[config.mk]
export PLATFORM = sky130hd
export DESIGN_NAME = vga_sync_receiver
export DESIGN_NICKNAME = d
export VERILOG_FILES = /design/src/rtl/vga_timing_pkg.sv /design/src/rtl/sync_edge_detect.sv /design/src/rtl/vga_sync_receiver.sv
export SDC_FILE = /design/constraint.sdc
export NUM_CORES = 1
export LEC_CHECK = 0
export ABC_AREA = 1
export CELL_PAD_IN_SITES_DETAIL_PLACEMENT = 1
export CELL_PAD_IN_SITES_GLOBAL_PLACEMENT = 2
export CORE_MARGIN = 5
export CORE_UTILIZATION = 30
export DETAILED_ROUTE_END_ITERATION = 8
export PLACE_DENSITY = 0.83
export SLEW_MARGIN = 20
export SYNTH_ARGS = -nofsm -noshare
export SYNTH_HDL_FRONTEND = slang
export SYNTH_SLANG_ARGS = --single-unit
export TNS_END_PERCENT = 1
[constraint.sdc]
create_clock -name clk -period 3 [get_ports clk]
set_input_delay 0.6 -clock clk [delete_from_list [all_inputs] [get_ports clk]]
set_output_delay 0.6 -clock clk [all_outputs]
set_load 0.005 [all_outputs]
[src/rtl/vga_timing_pkg.sv]
// 640x480@60 raster constants shared with the sync generator, and the
// receiver's lock-state encoding.
package vga_timing_pkg;

    localparam int unsigned H_ACTIVE    = 640;
    localparam int unsigned H_SYNC      = 96;
    localparam int unsigned H_BACK      = 48;
    localparam int unsigned H_TOTAL     = 800;
    localparam int unsigned V_ACTIVE    = 480;
    localparam int unsigned V_SYNC      = 2;
    localparam int unsigned V_BACK      = 33;
    localparam int unsigned V_TOTAL     = 525;
    localparam int unsigned LOCK_FRAMES = 2;

    typedef enum logic [1:0] {
        StSearch,
        StLine,
        StVerify,
        StLocked
    } rx_state_e;

endpackage

[src/rtl/sync_edge_detect.sv]
// Previous-tick sync samples and the resulting edge strobes. Strobes are
// combinational against the current inputs; the caller qualifies them with pix_en.
module sync_edge_detect (
    input  logic clk,
    input  logic reset,
    input  logic pix_en,
    input  logic h_sync_in,
    input  logic v_sync_in,
    output logic hrise,
    output logic hfall,
    output logic vrise
);

    logic h_prev_q, h_prev_d;
    logic v_prev_q, v_prev_d;

    always_comb begin
        h_prev_d = h_prev_q;
        v_prev_d = v_prev_q;
        if (pix_en) begin
            h_prev_d = h_sync_in;
            v_prev_d = v_sync_in;
        end
    end

    always_ff @(posedge clk or posedge reset) begin
        if (reset) begin
            h_prev_q <= 1'b0;
            v_prev_q <= 1'b0;
        end else begin
            h_prev_q <= h_prev_d;
            v_prev_q <= v_prev_d;
        end
    end

    assign hrise = ~h_prev_q & h_sync_in;
    assign hfall = h_prev_q & ~h_sync_in;
    // A frame edge only counts when it lines up with a line edge.
    assign vrise = hrise & ~v_prev_q & v_sync_in;

endmodule

[src/rtl/vga_sync_receiver.sv]
// VGA timing sink: rebuilds pixel coordinates from h/v sync, checks the raster
// against the expected timing, locks onto it and strobes out active pixels.
module vga_sync_receiver #(
    parameter int unsigned H_ACTIVE    = vga_timing_pkg::H_ACTIVE,
    parameter int unsigned H_SYNC      = vga_timing_pkg::H_SYNC,
    parameter int unsigned H_BACK      = vga_timing_pkg::H_BACK,
    parameter int unsigned H_TOTAL     = vga_timing_pkg::H_TOTAL,
    parameter int unsigned V_ACTIVE    = vga_timing_pkg::V_ACTIVE,
    parameter int unsigned V_SYNC      = vga_timing_pkg::V_SYNC,
    parameter int unsigned V_BACK      = vga_timing_pkg::V_BACK,
    parameter int unsigned V_TOTAL     = vga_timing_pkg::V_TOTAL,
    parameter int unsigned LOCK_FRAMES = vga_timing_pkg::LOCK_FRAMES
) (
    input  logic        clk,
    input  logic        reset,
    input  logic        pix_en,
    input  logic        h_sync_in,
    input  logic        v_sync_in,
    input  logic [3:0]  red_in,
    input  logic [3:0]  green_in,
    input  logic [3:0]  blue_in,
    output logic        pixel_valid,
    output logic [9:0]  pixel_x,
    output logic [9:0]  pixel_y,
    output logic [11:0] pixel_rgb,
    output logic        frame_start,
    output logic        locked,
    output logic        timing_error,
    output logic [7:0]  err_count
);

    import vga_timing_pkg::*;

    localparam logic [9:0] CNT_MAX      = 10'h3FF;
    localparam logic [9:0] HC_LAST      = 10'(H_TOTAL - 1);
    localparam logic [9:0] HC_SYNC_LAST = 10'(H_SYNC - 1);
    localparam logic [9:0] VC_LAST      = 10'(V_TOTAL - 1);
    localparam logic [9:0] VC_SYNC_LAST = 10'(V_SYNC - 1);
    localparam logic [9:0] X_START      = 10'(H_SYNC + H_BACK);
    localparam logic [9:0] X_END        = 10'(H_SYNC + H_BACK + H_ACTIVE);
    localparam logic [9:0] Y_START      = 10'(V_SYNC + V_BACK);
    localparam logic [9:0] Y_END        = 10'(V_SYNC + V_BACK + V_ACTIVE);
    localparam logic [3:0] LOCK_TARGET  = 4'(LOCK_FRAMES);

    logic hrise, hfall, vrise;

    rx_state_e   state_q, state_d;
    logic [9:0]  hc_q, hc_d;
    logic [9:0]  vc_q, vc_d;
    logic [2:0]  frame_cnt_q, frame_cnt_d;
    logic [3:0]  frame_cnt_inc;
    logic        pixel_valid_q, pixel_valid_d;
    logic [9:0]  pixel_x_q, pixel_x_d;
    logic [9:0]  pixel_y_q, pixel_y_d;
    logic [11:0] pixel_rgb_q, pixel_rgb_d;
    logic        frame_start_q, frame_start_d;
    logic        timing_error_q, timing_error_d;
    logic [7:0]  err_count_q, err_count_d;

    logic e_len, e_hsync, e_long, e_lines, e_vsync;
    logic err;

    sync_edge_detect u_edge (
        .clk       (clk),
        .reset     (reset),
        .pix_en    (pix_en),
        .h_sync_in (h_sync_in),
        .v_sync_in (v_sync_in),
        .hrise     (hrise),
        .hfall     (hfall),
        .vrise     (vrise)
    );

    // Checks see hc_q/vc_q as left by the previous tick, so a clean line ends
    // with hc_q == H_TOTAL-1 on the tick that carries the next h_sync rise.
    assign e_len   = hrise && (hc_q != HC_LAST);
    assign e_hsync = hfall && (hc_q != HC_SYNC_LAST);
    assign e_long  = !hrise && (hc_q == HC_LAST);
    assign e_lines = vrise && (vc_q != VC_LAST) && (state_q != StLine);
    assign e_vsync = hrise && !v_sync_in && (vc_q < VC_SYNC_LAST);
    assign err     = pix_en && (state_q != StSearch)
                     && (e_len || e_hsync || e_long || e_lines || e_vsync);

    assign frame_cnt_inc = {1'b0, frame_cnt_q} + 4'd1;

    always_comb begin
        state_d        = state_q;
        hc_d           = hc_q;
        vc_d           = vc_q;
        frame_cnt_d    = frame_cnt_q;
        pixel_valid_d  = 1'b0;
        pixel_x_d      = pixel_x_q;
        pixel_y_d      = pixel_y_q;
        pixel_rgb_d    = pixel_rgb_q;
        frame_start_d  = 1'b0;
        timing_error_d = 1'b0;
        err_count_d    = err_count_q;

        if (pix_en) begin
            if (hrise) begin
                hc_d = '0;
                if (vrise) begin
                    vc_d = '0;
                end else if (vc_q != CNT_MAX) begin
                    vc_d = vc_q + 10'd1;
                end
            end else if (hc_q != CNT_MAX) begin
                hc_d = hc_q + 10'd1;
            end

            unique case (state_q)
                StSearch: if (hrise) state_d = StLine;
                StLine: begin
                    if (vrise) begin
                        state_d     = StVerify;
                        frame_cnt_d = '0;
                    end
                end
                StVerify: begin
                    if (vrise) begin
                        frame_cnt_d = frame_cnt_inc[2:0];
                        if (frame_cnt_inc == LOCK_TARGET) state_d = StLocked;
                    end
                end
                StLocked: ;
                default: state_d = StSearch;
            endcase

            if (err) begin
                state_d        = StSearch;
                timing_error_d = 1'b1;
                if (err_count_q != 8'hFF) err_count_d = err_count_q + 8'd1;
            end

            frame_start_d = vrise && (state_q == StLocked) && !err;

            // Window uses this tick's raster position (hc after update).
            if ((state_q == StLocked) && (hc_d >= X_START) && (hc_d < X_END)
                && (vc_q >= Y_START) && (vc_q < Y_END)) begin
                pixel_valid_d = 1'b1;
                pixel_x_d     = hc_d - X_START;
                pixel_y_d     = vc_q - Y_START;
                pixel_rgb_d   = {red_in, green_in, blue_in};
            end
        end
    end

    always_ff @(posedge clk or posedge reset) begin
        if (reset) begin
            state_q        <= StSearch;
            hc_q           <= '0;
            vc_q           <= '0;
            frame_cnt_q    <= '0;
            pixel_valid_q  <= 1'b0;
            pixel_x_q      <= '0;
            pixel_y_q      <= '0;
            pixel_rgb_q    <= '0;
            frame_start_q  <= 1'b0;
            timing_error_q <= 1'b0;
            err_count_q    <= '0;
        end else begin
            state_q        <= state_d;
            hc_q           <= hc_d;
            vc_q           <= vc_d;
            frame_cnt_q    <= frame_cnt_d;
            pixel_valid_q  <= pixel_valid_d;
            pixel_x_q      <= pixel_x_d;
            pixel_y_q      <= pixel_y_d;
            pixel_rgb_q    <= pixel_rgb_d;
            frame_start_q  <= frame_start_d;
            timing_error_q <= timing_error_d;
            err_count_q    <= err_count_d;
        end
    end

    assign pixel_valid  = pixel_valid_q;
    assign pixel_x      = pixel_x_q;
    assign pixel_y      = pixel_y_q;
    assign pixel_rgb    = pixel_rgb_q;
    assign frame_start  = frame_start_q;
    assign locked       = (state_q == StLocked);
    assign timing_error = timing_error_q;
    assign err_count    = err_count_q;

endmodule

==> impl_results.md, run 1 <==
- Drt wl/cell: 14.8 um
- Die area: 15700 um^2
- Tmin final: 2.73 ns
- Synthesized area per cell: 7.79 um^2
- Top-Level Pins: 61
- Hold slack: 0.476 ns
- Final worst-path cycle share: 91.0%
- Arrival time worst endpoint: 3.01 ns
- Number of max-cap violations: 0
- Hold path cells: 2
- Width of the die: 125 um
- CTS resizes: 0
- FF+latch count, synth: 70
- Nets: 609
- Top cell type's share of synthesized area: 44.0%
- Core Util, Final: 38.9%
- H-Tree Depth: 3
- CTS clk-pin slew, worst paths: 0.06 ns
- Endpoint class of the critical path: register
- Count leader, synth: nand2_1
- Tightest Pin Transition: 0.516 ns
- Grt ovf: 0
- Worst Skew: 0.00648 ns
- FF-to-FF path depth: 15
- Total Routing Usage GR: 15.2%
- Area contributors post-synth: dfrtp_1 44%, nand2_1 15%, nand3_1 7.3%, inv_1 4.8%, ha_1 4.1%
- Die Y: 125 um
- Outcome: completed
- Total wire length: roughly 11 mm
- Setup WS pre-CTS: roughly 0.11 ns
- First-pass GRT wire length: 19.4 mm
- Fin. max-slew vios: 0
- TritonCTS Buffers: 9
- Clock Tree Root: clkbuf_16
- Skew-Pair Late Insertion Delay: 0.34 ns
- Initial Utilization: 30.3%
- Vias: 3618
- Synthesized instance count: 511
- Vias in the first global route: 3815
- Bufs on Longest Clock Path: 2
- Internal: 2.04 mW
- Worst IR Drop VDD: 0.000327 V
- Setup total negative slack: 0 ns
- DPL Wire Length: 8.62 mm
- Fin. Hold Viols: 0
- Setup violators final: 0
- Leakage dissipation: 2.50 nW
- Rows: 42
- Sequential fraction of design power: 37.9%
- First-pass detailed-route iteration total: 5
- # diodes: 0
- CP Max Fanout: 23
- Largest net degree at the start of global routing: 37
- First DRT Iteration DRCs: 194
- Port Buffer Count: 60
- CTS tree: done
- P_sw: 1.12 mW
- Dominant cell type by area after synthesis: dfrtp_1
- Yosys warns: 0
- Netlist cell types: 37
- Core Area: 13100 um^2
- Number of setup buffers added after CTS: 0
- Tot Pwr: about 3.2 mW
- Clock sink count: 70
- Dominant synthesized flop cell: dfrtp_1
- Syn nets: 541
- Post-route DRC: 0
- Critical Path Source Type: register
- Hold Path Class: register to register
- Sequential share of the synthesized area: about 44%
- Unrepaired setup endpoints after global routing: no
- Share of flip-flops with an asynchronous set or reset: 100%
- Worst reg-to-reg setup slack: 0.27 ns
- Final Worst Setup Slack: 0.270 ns
- Switching part of the total: 35.5%
- Synth Cell Area: about 4000 um^2
- Fmax: 0.366 GHz
- Share of post-route cells with drive strength above 1: 9.59%
- Initial antenna violation count: 0
- Cts hold-fix bufs: 0
- Pwr Density: 618 nW/um^2
- Comb power frac: 27.8%
- Detail Route Antenna Nets: 0
- Routed vias/inst: 4.76
- Fill count: 1620
- Clock Power Share: 34.4%
- Req. time, crit path: approximately 3.3 ns
- Routability cong.: roughly 0.8
- Synth top cells by count: 163 x nand2_1, 70 x dfrtp_1, 58 x nand3_1
- P&R area growth vs syn: 28.3%
- EDFF count, synth: 0
- Rel. slew slack: between 60 and 70%
- WS Path Type: register to register
[state kept, by name, summed over array words and instances (netlist names)]
| register | cells |
|---|---|
| pixel_valid | 1 |
| vc_q | 10 |
| pixel_y | 10 |
| state_q | 2 |
| timing_error | 1 |
| u_edge.v_prev_q | 1 |
| frame_start | 1 |
| pixel_rgb | 12 |
| frame_cnt_q | 3 |
| hc_q | 10 |
| err_count | 8 |
| pixel_x | 10 |
| u_edge.h_prev_q | 1 |
[per-layer routing]
layer  wire length (um)  track usage [%]  up-vias  part of all wire (%)
li1                   -                -     1788                     -
met1               5010             18.7     1759                    45
met2               5650             26.2       59                    50
met3                423             3.58       12                   3.8
met4                155             4.97        0                   1.4
met5                  0                0        -                     0
[cells in the final DEF, fill, tap and decap left out, types with 9 or more instances in the layout]
master,synthesis,layout
nand2_1,163,163
nor2_1,24,24
nor3_1,15,15
clkdlybuf4s50_1,0,60
xor2_1,13,13
clkbuf_16,0,9
dfrtp_1,70,70
ha_1,13,13
inv_1,51,50
nand3_1,58,58
o21ai_0,25,25
[power by group through the flow]
stage	registers [mW]	clock network, mW	logic [mW]
2_1_floorplan	1.18	0	0.609
3_3_place_gp	1.20	0	0.861
3_5_place_dp	1.21	0	0.887
4_1_cts	1.20	1.11	0.895
5_1_grt	1.22	1.15	1.01
6_report	1.19	1.08	0.876
[worst max-delay path, cell delays in order, from the launching register on]
cell	delay, ns
dfrtp_1	0.43
ha_1	0.26
nand2_2	0.11
nor2_8	0.18
nand3_4	0.17
nand3_1	0.12
nand3_1	0.17
inv_1	0.11
ha_1	0.14
nand4_1	0.10
nor2_2	0.17
nand3_2	0.11
nand2_4	0.17
buf_6	0.23
nand3_1	0.11
nand2_1	0.08
[final timing paths]
check	startpoint	to
setup / recovery	hc_q[0]	pixel_rgb[0]
min in group asynchronous	reset	pixel_rgb[4]
max in group asynchronous	reset	frame_cnt_q[2]
hold reg to reg	pixel_x[5]	pixel_x[5]
setup reg to reg	hc_q[0]	pixel_rgb[0]
hold / removal	pixel_x[5]	pixel_x[5]
[per-stage QoR]
stage,cell area (um^2),cells
final,5100,760
after CTS,5090,760
after global placement,4790,744
after detailed placement,4790,744
after global routing,5100,760
after floorplan,3980,511
[kinds of logic (layout without fill, tap and decap cells)]
kind of cell | after synthesis | in the layout | synth area share (%)
compound gates | 42 | 42 | 5.75
xor+xnor | 17 | 17 | 3.74
fa+ha+maj | 13 | 13 | 4.09
buf+inv | 69 | 142 | 7.61
flops | 70 | 70 | 44.0
simple gates | 300 | 300 | 34.8
[final cells by class]
| type | count | area [um^2] | share of cell area, % |
|---|---|---|---|
| Tap cell | 176 | 220 | 4.31 |
| Clock buffer | 9 | 225 | 4.41 |
| Inverter | 57 | 216 | 4.24 |
| Timing Repair Buffer | 69 | 684 | 13.4 |
| Clock inverter | 7 | 72.6 | 1.42 |
| Multi-Input combinational cell | 372 | 1930 | 37.9 |
| Sequential cell | 70 | 1750 | 34.3 |
(Power assumes the default switching activity.)
==> inputs of run 2 (changes only) <==
--- a/config.mk
+++ b/config.mk
@@ -10,8 +10,10 @@
 export CELL_PAD_IN_SITES_GLOBAL_PLACEMENT = 2
 export CORE_MARGIN = 5
 export CORE_UTILIZATION = 30
+export CTS_BUF_LIST = sky130_fd_sc_hd__clkbuf_8
 export DETAILED_ROUTE_END_ITERATION = 8
 export PLACE_DENSITY = 0.83
+export RECOVER_POWER = 25
 export SLEW_MARGIN = 20
 export SYNTH_ARGS = -nofsm -noshare
 export SYNTH_HDL_FRONTEND = slang
==> impl_results.md, run 2 (synthesized netlist as in run 1, its figures left out) <==
- Worst path bufs/invs: 2
- Number of setup buffers added after CTS: 0
- Worst IR Drop VDD: 0.000268 V
- Req. time, crit path: about 3.3 ns
- RR Endpoint: pixel_rgb[0]
- Detail Route Antenna Nets: 0
- Clock Tree Root: clkbuf_8
- Largest net degree at the start of global routing: 37
- Grt ovf: 0
- Share of post-route cells with drive strength above 1: a little under a tenth
- Bufs on Longest Clock Path: 2
- Leakage dissipation: between 2 and 2.5 nW
- Fill count: between 1.5k and 2k
- Final worst-path cycle share: between 90% and 100%
- Drt wl/cell: 14.7 um
- Most frequent cells in the layout: 163 x nand2_1, 70 x dfrtp_1, 58 x nand3_1, 58 x clkdlybuf4s50_1, 51 x inv_1
- Rel. slew slack: 35.6%
- Number of max-cap violations: 0
- Unrepaired setup endpoints after global routing: no
- Setup WS pre-CTS: 0.114 ns
- Fmax: approximately 0.37 GHz
- Cts hold-fix bufs: 0
- Most used cell, CP: nand3_1
- Post-route DRC: 0
- Tightest Pin Transition: 0.966 ns
- Total Routing Usage GR: 15.1%
- Hold Path Class: register to register
- Clock sink count: 70
- Pwr Density: 572 nW/um^2
- Skew-Pair Late Insertion Delay: 0.36 ns
- Arrival time worst endpoint: 3.03 ns
- Critical path's top delay family: simple AND/OR/NAND/NOR gates
- First DRT Iteration DRCs: 226
- CP Max Fanout: 23
- Setup total negative slack: 0 ns
- WS Path Type: register to register
- CTS clk-pin slew, worst paths: 0.08 ns
- Placed cell count: between 700 and 800
- Total wire length: ~11 mm
- Die area: between 15000 and 20000 um^2
- Top-Level Pins: approximately 60
- Critical Path Source Type: register
- TritonCTS Buffers: 9
- H-Tree Depth: 3
- Worst reg-to-reg setup slack: about 0.28 ns
- Fin. Hold Viols: 0
- Routability cong.: between 0.8 and 0.9
- Rows: 42
- Initial antenna violation count: 0
- CTS resizes: 0
- DPL Wire Length: 8.62 mm
- Hold EP: pixel_y[1]
- Max FFs per register: 12
- P&R area growth vs syn: 25.3%
- Vias: 3586
- Endpoint class of the critical path: register
- Outcome: completed
- First-pass GRT wire length: 19.4 mm
- Core Area: 13100 um^2
- Layout Cells excl Fill: 760
- FF-to-FF path depth: 15
- Die Y: ~130 um
- Worst Skew: 0.0103 ns
- Setup violators final: 0
- Vias in the first global route: 3821
- Tmin final: 2.72 ns
- Hold path cells: 2
- Hold Path Origin: pixel_y[1]
- Initial Utilization: between 30% and 40%
- # diodes: 0
- Fin. max-slew vios: 0
- Tot Pwr: 2.85 mW
- CTS tree: done
- Crit path largest cell delay: 0.44 ns
- Commonest non-fill, non-tap cell in the layout: nand2_1
- Worst r2r src: hc_q[0]
- Routed vias/inst: 4.72
- Worst path slowest cell: dfrtp_1
- Width of the die: approximately 130 um
- Port Buffer Count: 60
- Crit-path cells: ha_1 > nand2_2 > nor2_8 > nand3_4 > nand3_1 > nand3_1 > inv_1 > ha_1 > nand4_1 > nor2_2 > nand3_2 > nand2_4 > buf_6 > nand3_1 > nand2_1
- First-pass detailed-route iteration total: 4
- Nets: 609
- Final Worst Setup Slack: 0.278 ns
## run 2: cell count changes in the layout (fill, tap and decap cells not counted), sizes merged
cell,change
clkbuf,+1
dlygate4sd3,+2
clkdlybuf4s50,-2
buf,-1
## run 2: worst reg2reg max path: stages, from the launching register on
cell	delay [ns]
dfrtp_1	0.44
ha_1	0.26
nand2_2	0.11
nor2_8	0.18
nand3_4	0.17
nand3_1	0.12
nand3_1	0.17
inv_1	0.10
ha_1	0.14
nand4_1	0.10
nor2_2	0.17
nand3_2	0.11
nand2_4	0.17
buf_6	0.23
nand3_1	0.11
nand2_1	0.08
## run 2: layout make-up
class | instances | area, um^2 | share of cell area [%]
Multi-Input combinational cell | 372 | 1930 | 38.8
Tap cell | 176 | 220 | 4.41
Sequential cell | 70 | 1750 | 35.1
Inverter | 57 | 216 | 4.34
Clock inverter | 7 | 72.6 | 1.45
Timing Repair Buffer | 69 | 669 | 13.4
Clock buffer | 9 | 124 | 2.48
## run 2: worst max path at each step
stage | startpoint | endpoint | slack [ns] | cells after the start
floorplan | reset | err_count[0] | 0.63 | 1
global placement | h_sync_in | pixel_y[3] | 0.23 | 14
detailed placement | h_sync_in | pixel_rgb[0] | 0.11 | 14
CTS | hc_q[0] | pixel_rgb[0] | 0.21 | 15
global route | hc_q[0] | pixel_rgb[7] | 0.03 | 15
finish | hc_q[0] | pixel_rgb[0] | 0.28 | 15
## run 2: report_power, final
| part | switching (mW) | total (mW) | leakage [nW] | internal [mW] |
|---|---|---|---|---|
| registers | 0.130 | 1.19 | 0.948 | 1.06 |
| logic | 0.545 | 0.871 | 1.41 | 0.326 |
| clock network | 0.406 | 0.791 | 0.0956 | 0.385 |
## run 2: stage by stage
stage | util, % | instance area, um^2 | hold WS, ns
6_report | 38.0 | 4990 | 0.474
5_1_grt | 38.0 | 4990 | 0.497
4_1_cts | 38.0 | 4990 | 0.482
3_5_place_dp | 36.5 | 4790 | 0.461
3_3_place_gp | 36.5 | 4790 | 0.454
2_1_floorplan | - | 3980 | 0.465
## run 2: metal layers
layer  share of wire, %  GRT usage (%)
met5                  0              0
met2                 51           26.1
met3                3.5           3.50
met1                 45           18.6
met4                1.3           5.17
